## src/rtl/whack_pkg.sv

```systemverilog
// Shared types and constants for the whack-a-mole round sequencer and its LFSR.
package whack_pkg;

  typedef enum logic [1:0] {
    IDLE = 2'd0,
    GAP  = 2'd1,
    SHOW = 2'd2,
    DONE = 2'd3
  } state_e;

  localparam int DEF_NUM_MOLES = 8;
  localparam int DEF_MOLE_W    = $clog2(DEF_NUM_MOLES);
  localparam int DEF_SCORE_W   = 8;

  // Feedback taps for x^8 + x^6 + x^5 + x^4 + 1 (bits 7, 5, 4, 3).
  localparam int             LFSR_W        = 8;
  localparam logic [LFSR_W-1:0] LFSR_TAPS     = 8'b1011_1000;
  localparam logic [LFSR_W-1:0] LFSR_SEED_DEF = 8'hA5;

endpackage

```

## src/rtl/mole_lfsr.sv

```systemverilog
// Free-running 8-bit Fibonacci LFSR; shifts every cycle, synchronous reset to seed.
module mole_lfsr
  import whack_pkg::*;
#(
  parameter logic [LFSR_W-1:0] SEED  = LFSR_SEED_DEF,
  parameter int                OUT_W = DEF_MOLE_W
) (
  input  logic             clk,
  input  logic             rst,
  output logic [OUT_W-1:0] rand_o
);

  logic [LFSR_W-1:0] lfsr_q;
  logic [LFSR_W-1:0] lfsr_d;

  always_comb begin
    lfsr_d = {lfsr_q[LFSR_W-2:0], ^(lfsr_q & LFSR_TAPS)};
  end

  always_ff @(posedge clk) begin
    if (rst) begin
      lfsr_q <= SEED;
    end else begin
      lfsr_q <= lfsr_d;
    end
  end

  assign rand_o = lfsr_q[OUT_W-1:0];

endmodule

```

## src/rtl/mole_round_sequencer.sv

```systemverilog
// Game controller: sequences gap/show rounds, picks non-repeating moles,
// scores hits and misses, and stops play when the game timer expires.
module mole_round_sequencer
  import whack_pkg::*;
#(
  parameter int                NUM_MOLES  = DEF_NUM_MOLES,
  parameter int                ON_CYCLES  = 500000,
  parameter int                GAP_CYCLES = 200000,
  parameter int                SCORE_W    = DEF_SCORE_W,
  parameter logic [LFSR_W-1:0] LFSR_SEED  = LFSR_SEED_DEF,
  localparam int               MOLE_W     = (NUM_MOLES > 1) ? $clog2(NUM_MOLES) : 1
) (
  input  logic                 clk,
  input  logic                 rst,
  input  logic                 start,
  input  logic                 game_end_in,
  input  logic [NUM_MOLES-1:0] btn_pulse,
  output logic                 timer_start,
  output logic                 mole_valid,
  output logic [MOLE_W-1:0]    mole_idx,
  output logic                 hit_pulse,
  output logic                 miss_pulse,
  output logic [SCORE_W-1:0]   score,
  output logic                 playing
);

  localparam int CNT_MAX = (ON_CYCLES > GAP_CYCLES) ? ON_CYCLES : GAP_CYCLES;
  localparam int CNT_W   = (CNT_MAX > 1) ? $clog2(CNT_MAX) : 1;
  localparam logic [CNT_W-1:0] ON_LOAD  = CNT_W'(ON_CYCLES - 1);
  localparam logic [CNT_W-1:0] GAP_LOAD = CNT_W'(GAP_CYCLES - 1);

  logic [MOLE_W-1:0] rand_bits;

  mole_lfsr #(
    .SEED  (LFSR_SEED),
    .OUT_W (MOLE_W)
  ) u_lfsr (
    .clk    (clk),
    .rst    (rst),
    .rand_o (rand_bits)
  );

  state_e            state_q, state_d;
  logic [CNT_W-1:0]  cnt_q, cnt_d;
  logic [SCORE_W-1:0] score_q, score_d;
  // The displayed mole doubles as the previous-mole memory for the repeat check.
  logic [MOLE_W-1:0] prev_mole_q, prev_mole_d;
  logic              mole_valid_q, mole_valid_d;
  logic              timer_start_q, timer_start_d;
  logic              hit_q, hit_d;
  logic              miss_q, miss_d;
  logic              playing_q, playing_d;

  logic [MOLE_W-1:0] cand;
  logic [MOLE_W-1:0] pick;

  always_comb begin
    cand = MOLE_W'(int'(rand_bits) % NUM_MOLES);
    pick = cand;
    if (cand == prev_mole_q) begin
      pick = MOLE_W'((int'(cand) + 1) % NUM_MOLES);
    end
  end

  always_comb begin
    state_d       = state_q;
    cnt_d         = cnt_q;
    score_d       = score_q;
    prev_mole_d   = prev_mole_q;
    mole_valid_d  = mole_valid_q;
    timer_start_d = 1'b0;
    hit_d         = 1'b0;
    miss_d        = 1'b0;

    case (state_q)
      IDLE, DONE: begin
        if (start) begin
          score_d       = '0;
          timer_start_d = 1'b1;
          cnt_d         = GAP_LOAD;
          state_d       = GAP;
        end
      end
      GAP: begin
        if (game_end_in) begin
          mole_valid_d = 1'b0;
          state_d      = DONE;
        end else if (cnt_q == '0) begin
          prev_mole_d  = pick;
          mole_valid_d = 1'b1;
          cnt_d        = ON_LOAD;
          state_d      = SHOW;
        end else begin
          cnt_d = cnt_q - CNT_W'(1);
        end
      end
      SHOW: begin
        if (game_end_in) begin
          mole_valid_d = 1'b0;
          state_d      = DONE;
        end else if (btn_pulse[prev_mole_q] || (|btn_pulse) || (cnt_q == '0)) begin
          // A correct bit wins even when wrong bits arrive in the same cycle.
          if (btn_pulse[prev_mole_q]) begin
            hit_d   = 1'b1;
            score_d = (score_q == '1) ? score_q : score_q + SCORE_W'(1);
          end else begin
            miss_d = 1'b1;
          end
          mole_valid_d = 1'b0;
          cnt_d        = GAP_LOAD;
          state_d      = GAP;
        end else begin
          cnt_d = cnt_q - CNT_W'(1);
        end
      end
      default: begin
        mole_valid_d = 1'b0;
        state_d      = IDLE;
      end
    endcase

    playing_d = (state_d == GAP) || (state_d == SHOW);
  end

  always_ff @(posedge clk) begin
    if (rst) begin
      state_q       <= IDLE;
      cnt_q         <= '0;
      score_q       <= '0;
      prev_mole_q   <= '0;
      mole_valid_q  <= 1'b0;
      timer_start_q <= 1'b0;
      hit_q         <= 1'b0;
      miss_q        <= 1'b0;
      playing_q     <= 1'b0;
    end else begin
      state_q       <= state_d;
      cnt_q         <= cnt_d;
      score_q       <= score_d;
      prev_mole_q   <= prev_mole_d;
      mole_valid_q  <= mole_valid_d;
      timer_start_q <= timer_start_d;
      hit_q         <= hit_d;
      miss_q        <= miss_d;
      playing_q     <= playing_d;
    end
  end

  assign timer_start = timer_start_q;
  assign mole_valid  = mole_valid_q;
  assign mole_idx    = prev_mole_q;
  assign hit_pulse   = hit_q;
  assign miss_pulse  = miss_q;
  assign score       = score_q;
  assign playing     = playing_q;

endmodule
```

## config.mk

```make
export PLATFORM = sky130hd
export DESIGN_NAME = mole_round_sequencer
export DESIGN_NICKNAME = d
export VERILOG_FILES = /design/src/rtl/whack_pkg.sv /design/src/rtl/mole_lfsr.sv /design/src/rtl/mole_round_sequencer.sv
export SDC_FILE = /design/constraint.sdc
export NUM_CORES = 1
export LEC_CHECK = 0
export ABC_AREA = 1
export CAP_MARGIN = 20
export CORE_MARGIN = 2
export CORE_UTILIZATION = 61
export DETAILED_ROUTE_END_ITERATION = 8
export GPL_TIMING_DRIVEN = 0
export PLACE_DENSITY_LB_ADDON = 0.15
export SYNTH_ARGS = -nofsm -noshare
export SYNTH_HDL_FRONTEND = slang
export SYNTH_SLANG_ARGS = --single-unit
```

## constraint.sdc

```tcl
create_clock -name clk -period 3.2 [get_ports clk]
set_input_delay 0.64 -clock clk [delete_from_list [all_inputs] [get_ports clk]]
set_output_delay 0.64 -clock clk [all_outputs]
set_load 0.01 [all_outputs]
```

==> flow_metrics.tcl, run 1 <==
set metrics [dict create \
    status "completed" \
    vias 2533 \
    grt_overflow 0 \
    worstPathMaxFanout 9 \
    drtIter0Drc 201 \
    cts_tree "built" \
    p_per_area_nw_per_um2 744 \
    coreArea_um2 4260 \
    rr_worst_depth 8 \
    worstMarginPinSlew_ns 0.486 \
    start_kind "flip-flop" \
    fillers 349 \
    max-slew-margin-rel_pct 67.6 \
    grt_pass1_wl_um 10800 \
    max_freq_ghz 0.484 \
    clkSinkCount 45 \
    gp_congestion 0.861 \
    cts_buffer_depth 2 \
    cp_data_required_time_ns 3.40 \
    io_buffers 26 \
    fin_hold_ws_ns 0.415 \
    syn_area_um2 2660 \
    start_util_pct 62.4 \
    ys_seq_area_share_pct 33.9 \
    rows 24 \
    ant_nets 0 \
    setup_violations 0 \
    cts_root_buffer "clkbuf_8" \
    critical_path_class "reg -> reg" \
    ys_warn_count 0 \
    grt_usage_pct 26.7 \
    leakage_nw 1.31 \
    grt_setup_unrepaired "false" \
    wl_per_cell_um 13.6 \
    hold_depth 1 \
    synth_cell_types 37 \
    cts_buffers 5 \
    wl_um 6290 \
    viasPerCell 5.48 \
    die_w_um 70.0 \
    postCtsSetupRepairBufs 0 \
    antenna_found_initial 0 \
    finalPower_mw 2.30 \
    setup_tns_ns 0 \
    nNetsFinal 427 \
    worstSetupEndpointType "flip-flop" \
    skew_ns 0.00626 \
    maxCapViolations 0 \
    clkLatencyLatePin_ns 0.31 \
    drcViolationCount 0 \
    ios 28 \
    diodes 0 \
    max-vdd-ir-drop_mv 0.447 \
    synth.avg_cell_area_um2 7.07 \
    grt_max_degree 16 \
    area_growth_pct 16.6 \
    arrival_ns 2.27 \
    fin_crit_ns 2.06 \
    finalCritPeriodShare_pct 64.5 \
    postSynthCellCount 376 \
    ctsHoldBuffers 0 \
    hold_violations 0 \
    ctsResizeCount 0 \
    clk_pin_slew_ns 0.09 \
    drive_above_1_share_pct 12.7 \
    synth-seq-cells 45 \
    hold_path.class "reg -> reg" \
    grt_pass1_vias 2417 \
    report.final.slew_viol_count 0 \
    synth_nets 394 \
    die_area_um2 4900 \
    die_y_um 70.0 \
    htree_levels 2 \
    dp_hpwl_um 4590 \
    dr.pass1.iters 4 \
]
cells in the mapped netlist:
cell type	n	share of area (%)
nand3_2	3	1.1
o21ai_1	8	1.5
nand3b_1	1	0.28
xor2_1	9	3.0
nand2_4	2	0.85
clkbuf_1	5	0.71
dfxtp_1	45	34
o21bai_1	2	0.56
o21ai_0	11	2.1
nand3_1	24	4.5
nor3b_1	1	0.28
nor3_2	1	0.38
inv_1	48	6.8
nand4_1	16	3.8
a21boi_1	1	0.28
and3_4	1	0.42
ha_1	6	2.8
xnor2_1	10	3.3
nor2_4	7	3.0
o31ai_1	1	0.28
o211ai_1	3	0.85
nand2_2	7	1.6
o2111ai_1	2	0.66
o21ai_2	1	0.33
nor4_1	1	0.24
nand4_2	1	0.47
nor2_1	45	6.4
o22ai_1	1	0.24
a31oi_1	5	1.2
a21oi_2	3	0.99
nor3_1	4	0.75
or2_2	5	1.2
nor2_2	6	1.4
a21oi_1	24	4.5
buf_2	3	0.56
inv_2	4	0.56
nand2_1	59	8.3
cell type report:
cell class / count / area [µm²] / share of cell area, %
buffer: 8 / 33.8 / 1.09
clock inverter: 3 / 46.3 / 1.49
timing repair buffer: 26 / 260 / 8.40
clock buffer: 5 / 68.8 / 2.22
sequential: 45 / 901 / 29.1
multi-input combinational: 271 / 1530 / 49.3
inverter: 52 / 195 / 6.30
tap: 52 / 65.1 / 2.10
power by group:
group	switching, mW	internal [mW]
clock	0.209	0.234
combinational	0.714	0.386
sequential	0.0998	0.662
metal layers:
layer	share of wire [%]	GRT usage, %	wire length, µm
met2	46	45.0	2920
met4	0.91	6.84	57
met1	47	35.7	2930
met5	0	0	0
met3	6.1	4.47	383
per-stage QoR:
step	worst slack (ns)	utilization (%)	instance area, µm²	instances
2_1_floorplan	1.52	-	2660	376
3_3_place_gp	0.895	70.0	2980	454
3_5_place_dp	0.894	70.0	2980	454
4_1_cts	1.14	72.7	3100	462
5_1_grt	0.972	72.7	3100	462
6_report	1.14	72.7	3100	462
final timing paths:
path,endpoint,slack (ns),startpoint
hold / removal,u_lfsr.lfsr_q[7],0.42,u_lfsr.lfsr_q[6]
setup / recovery,score[1],1.14,state_q[0]
setup reg to reg,score[1],1.14,state_q[0]
hold reg to reg,u_lfsr.lfsr_q[7],0.42,u_lfsr.lfsr_q[6]
state kept, by name (all words and copies together), names as in the netlist:
name / cells
u_lfsr.lfsr_q: 8
mole_idx: 3
cnt_q: 19
mole_valid: 1
timer_start: 1
playing: 1
score: 8
miss_pulse: 1
hit_pulse: 1
state_q: 2
critical path: stages, from the launching register on:
cell,delay (ns)
dfxtp_1,0.35
inv_1,0.07
ha_1,0.35
inv_1,0.19
nor2_2,0.09
a21oi_2,0.38
nand3_2,0.28
o21bai_1,0.19
nor2_1,0.05
cell families (layout without fill, tap and decap cells):
group                    Yosys count  in the layout  synth area share [%]
AND/OR/NAND/NOR                  184            184                  35.0
AO/OA/AOI/OAI                     62             62                  13.5
buffers and inverters             60             94                  8.61
flip-flops                        45             45                  33.9
XOR/XNOR                          19             19                  6.26
adder cells (fa/ha/maj)            6              6                  2.82
cells in the final DEF (no fill, tap or decap), drive strengths merged, types with 2 or more instances in the layout:
cell type       n
nor2           58
o2111ai         2
or2             5
nand3          27
xor2            9
ha              6
o21bai          2
a21oi          27
inv            52
o21ai          20
nor3            5
a31oi           5
nand2          68
xnor2          10
buf             3
nand4          17
dfxtp          45
clkbuf         10
o211ai          3
clkdlybuf4s50  26
(Power assumes the default switching activity.)
==> run 2: changes to the inputs <==
- CORE_UTILIZATION: 61 -> 51
- clock period: 3.2 -> 1.8 ns (I/O delays scaled with it)
==> run 2 against run 1 <==
Largest cell class unchanged. Critical path type is now reg -> out. Highest routed layer unchanged. Clock skew increased by 0.0025 ns. Sequential power increased by 77%. Via count rose by 1.2%. Non-clock buffer count up 7. Flip-flop and latch count unchanged. Total power rose by 80%. Register-to-register slack lost 1.0 ns. Routed wire length hardly changed. Clock power up 45%. Count of clock-buffer cells in the layout is 2 higher.
==> flow_metrics.tcl, run 2 (synthesis results as in run 1) <==
set metrics [dict create \
    cp_data_required_time_ns 1.44 \
    worstSetupEndpointType "output port" \
    die_area_um2 5810 \
    diodes 0 \
    clk_pin_slew_ns 0.08 \
    drive_above_1_share_pct 16.3 \
    cp.depth 1 \
    wl_um 6290 \
    cts_root_buffer "clkbuf_8" \
    skew_ns 0.00876 \
    wl_per_cell_um 12.9 \
    final_area_um2 3230 \
    grt_max_degree 14 \
    htree_levels 2 \
    die_w_um 76.2 \
    rows 26 \
    report.final.slew_viol_count 0 \
    cts_buffers 5 \
    setup_violations 0 \
    critical-path-max-stage-delay_ns 0.58 \
    grt_usage_pct 21.9 \
    hold_depth 1 \
    max-slew-margin-rel_pct 64.5 \
    dr.pass1.iters 4 \
    worstPathMaxFanout 6 \
    dp_hpwl_um 4580 \
    grt_overflow 0 \
    dpl_cell_area_um2 3010 \
    die_y_um 76.2 \
    maxCapViolations 0 \
    clkSinkCount 45 \
    cp_top_family "buffers and inverters" \
    cts_tree "built" \
    regMostFlops "cnt_q" \
    io_buffers 26 \
    rr_worst_depth 9 \
    fin_hold_ws_ns 0.413 \
    hold_path.class "reg -> reg" \
    cp_num_buf_inv 1 \
    final_cell_mix "56 x nand2_1, 47 x inv_1, 44 x dfxtp_1" \
    cp_cell_sequence "clkdlybuf4s50_1" \
    leakage_nw 1.35 \
    critical_path_class "reg -> out" \
    coreArea_um2 5070 \
    grt_pass1_vias 2211 \
    p_per_area_nw_per_um2 1280 \
    start_kind "flip-flop" \
    fin_crit_ns 1.68 \
    grt_setup_unrepaired "false" \
    viasPerCell 5.28 \
    largest_reg_flops 19 \
    layout_commonest_cell "nand2_1" \
    gp_congestion 0.850 \
    ios 28 \
    area_growth_pct 21.4 \
    cts_buffer_depth 2 \
    grt_pass1_wl_um 10200 \
    worstMarginPinSlew_ns 0.532 \
    clkLatencyLatePin_ns 0.30 \
    antenna_found_initial 0 \
    ant_nets 0 \
    hold_violations 0 \
    finalCritPeriodShare_pct 93.2 \
    drtIter0Drc 127 \
    max-vdd-ir-drop_mv 0.529 \
    status "completed" \
    max_freq_ghz 0.596 \
    nNetsFinal 434 \
    drcViolationCount 0 \
    arrival_ns 1.32 \
    vias 2564 \
    ctsHoldBuffers 0 \
    cpMaxStageDelayCell "clkdlybuf4s50_1" \
    start_util_pct 52.4 \
]
-- run 2: cell count changes in the layout (fill, tap and decap cells not counted), sizes merged --
cell / change
buf: +7
clkinv: -1
clkbuf: +2
clkinvlp: -1
bufinv: -1
-- run 2: timing repair --
action,4_1_cts,5_1_grt
resized for setup,4,18
cloned,0,0
endpoints found under the setup margin,20,26
pin swaps,2,2
setup buffers,3,5
-- run 2: layout make-up --
| class | count | area, µm² |
|---|---|---|
| Buffer | 7 | 31.3 |
| Sequential cell | 45 | 902 |
| Clock buffer | 7 | 86.3 |
| Inverter | 52 | 198 |
| Timing Repair Buffer | 34 | 320 |
| Multi-Input combinational cell | 271 | 1600 |
| Tap cell | 70 | 87.6 |
| Fill cell | 478 | 1850 |
-- run 2: metrics by stage --
step	util [%]	power, mW	worst slack (ns)	std cells	TNS [ns]
final	63.6	4.14	0.122	486	0
after global routing	63.6	4.47	0.000718	486	0
after CTS	61.8	3.98	0.00985	481	0
after detailed placement	59.2	3.27	-0.244	472	-3.93
after global placement	59.2	3.23	-0.234	472	-3.47
after floorplan	-	2.80	0.122	376	0
-- run 2: final timing paths --
check                        start                to  slack (ns)
hold / removal    u_lfsr.lfsr_q[6]  u_lfsr.lfsr_q[7]        0.41
setup / recovery       mole_idx[2]       mole_idx[2]        0.12
setup reg to reg        state_q[0]          cnt_q[8]        0.12
hold reg to reg   u_lfsr.lfsr_q[6]  u_lfsr.lfsr_q[7]        0.41
-- run 2: layer usage --
layer  vias to the layer above  global-route usage [%]  share of wire (%)
li1                       1314                       -                  -
met2                        64                    35.6                 46
met1                      1178                    29.2                 47
met4                         0                    6.55                1.2
met5                         -                       0                  0
met3                         8                    4.98                5.4
-- run 2: power breakdown --
part	internal (mW)	leakage, nW	switching (mW)
logic	0.823	0.937	1.33
clock network	0.305	0.0443	0.336
registers	1.18	0.370	0.172
total	2.31	1.35	1.84
==> run 3: changes to the inputs <==
- SLEW_MARGIN: not set -> 20
- clock period: 1.8 -> 1.5 ns (I/O delays scaled with it)
==> run 3 against run 2 <==
The run now ends with setup timing left. Routed wire length up 42%. Count of clock-buffer cells in the layout down 1. Cell count up 7.4%. Total power up 55%. Final area up 23%. Critical path depth up 7. Utilization up 14 points. Via count up 18%. Register-to-register slack worse by 0.32 ns. Critical path type is now reg -> reg. Largest cell class unchanged. Largest power group unchanged.
==> flow_metrics.tcl, run 3 (synthesis results as in run 1) <==
set metrics [dict create \
    rr_worst_depth 8 \
    r2r-end "cnt_q[14]" \
    min_to "state_q[0]" \
    area_growth_pct 48.8 \
    final_cell_mix "44 x nand2_1, 37 x inv_1, 34 x buf_4" \
    critical_path_class "reg -> reg" \
    wl_um 8910 \
    rows 26 \
    grt_max_degree 14 \
    drtIter0Drc 277 \
    grt_pass1_wl_um 12100 \
    report.final.slew_viol_count 0 \
    maxCapViolations 0 \
    diodes 0 \
    hp-start "rst" \
    worstSetupEndpointType "flip-flop" \
    p_per_area_nw_per_um2 1620 \
    start_util_pct 52.4 \
    start_kind "flip-flop" \
    rr_startpoint "cnt_q[7]" \
    wl_per_cell_um 17.1 \
    grt_setup_unrepaired "true" \
    clk_pin_slew_ns 0.09 \
    finalPower_mw 6.42 \
    coreArea_um2 5070 \
    dpl.cell_count 472 \
    cpMaxStageDelayCell "dfxtp_4" \
    worst_slack_ns -0.199 \
    cts_root_buffer "clkbuf_8" \
    setup_tns_ns -2.06 \
    status "complete, but fails checks" \
    drive_above_1_share_pct 41.6 \
    leakage_nw 1.71 \
    layout_commonest_cell "nand2_1" \
    cp_cell_sequence "nor2_4, nand2_1, nor2_4, nand4_1, buf_4, xnor2_1, nand3_1, a21oi_1" \
    dp_hpwl_um 4540 \
    nNetsFinal 469 \
    cp_data_required_time_ns 1.74 \
    crit_top_cell "nor2_4" \
    ant_nets 0 \
    hold_path.class "in -> reg" \
    setup_violations 36 \
    htree_levels 2 \
    clkLatencyLatePin_ns 0.31 \
    fin_crit_ns 1.70 \
    regMostFlops "cnt_q" \
    critical-path-max-stage-delay_ns 0.38 \
    gp_congestion 0.874 \
    hold_depth 2 \
    max_freq_ghz 0.589 \
    cts_buffer_depth 2 \
    max-slew-margin-rel_pct 52.1 \
    max-vdd-ir-drop_mv 1.28 \
    violations "setup timing" \
    cts_buffers 5 \
    die_w_um 76.2 \
    viasPerCell 5.79 \
    grt_overflow 0 \
    io_buffers 26 \
    dr.pass1.iters 5 \
    fin_hold_ws_ns 0.343 \
    finalCritPeriodShare_pct 113 \
    die_y_um 76.2 \
    largest_reg_flops 19 \
    die_area_um2 5810 \
    antenna_found_initial 0 \
    stdcell_count 522 \
    grt_usage_pct 25.2 \
    hold_violations 0 \
    drcViolationCount 0 \
    skew_ns 0.0135 \
    ios 28 \
    r2r_slack_ns -0.20 \
    clkSinkCount 45 \
    cts_tree "built" \
    worstMarginPinSlew_ns 0.718 \
    vias 3023 \
    arrival_ns 1.94 \
    grt_pass1_vias 2687 \
    worstPathMaxFanout 4 \
    ctsHoldBuffers 0 \
]
-- run 3: changes by cell type in the layout (fill, tap and decap cells not counted), moves of 10 or more --
cell and delta:
dfxtp_1 -26, buf_4 +25, dfxtp_2 +17, clkdlybuf4s50_1 -14, nor2_1 -14, nor2_4 +13
nand2_1 -12, a21oi_1 -10, a21oi_2 +10, dlygate4sd2_1 +10, inv_1 -10
-- run 3: area by class of cell --
cell class / instances / area, µm²
Fill cell: 347 / 1120
Clock buffer: 6 / 72.6
Buffer: 8 / 61.3
Timing Repair inverter: 1 / 7.51
Multi-Input combinational cell: 272 / 1960
Tap cell: 70 / 87.6
Clock inverter: 2 / 10.0
Inverter: 52 / 214
Sequential cell: 45 / 957
Timing Repair Buffer: 66 / 589
-- run 3: critical path: cells and delay by family, from the launching register on --
family	cells	cell delay (ns)
AND/OR/NAND/NOR	5	0.81
flip-flops	1	0.38
XOR/XNOR	1	0.13
AO/OA/AOI/OAI	1	0.12
buffers and inverters	1	0.18
-- run 3: how the worst max path moves through the flow --
stage	from	end
floorplan	state_q[1]	cnt_q[2]
global placement	game_end_in	cnt_q[13]
detailed placement	game_end_in	cnt_q[13]
CTS	state_q[0]	playing
global route	cnt_q[7]	cnt_q[16]
finish	cnt_q[7]	cnt_q[14]
-- run 3: what timing repair did --
item / in CTS / in global routing
gates resized for setup: 69 / 99
setup endpoints to repair: 43 / 38
buffers inserted: 25 / 14
gates cloned: 3 / 0
pin swaps: 18 / 30
-- run 3: per-stage QoR --
stage | setup slack (ns) | cell area [µm²] | util, %
floorplan | 0.000493 | 2710 | -
global placement | -0.434 | 3050 | 60.2
detailed placement | -0.434 | 3050 | 60.2
CTS | -0.0512 | 3490 | 68.8
global route | -0.258 | 3960 | 78.0
finish | -0.199 | 3960 | 78.0
-- run 3: where the power goes --
| part | internal (mW) | switching (mW) | total [mW] |
|---|---|---|---|
| sequential | 1.45 | 0.309 | 1.76 |
| clock | 0.324 | 0.436 | 0.760 |
| combinational | 1.63 | 2.27 | 3.90 |
| total | 3.40 | 3.02 | 6.42 |
-- run 3: metal layers --
metal	GRT usage, %	wire length (µm)
met1	31.0	3550
met2	43.4	4330
met3	5.33	533
met4	9.27	502
met5	0	0
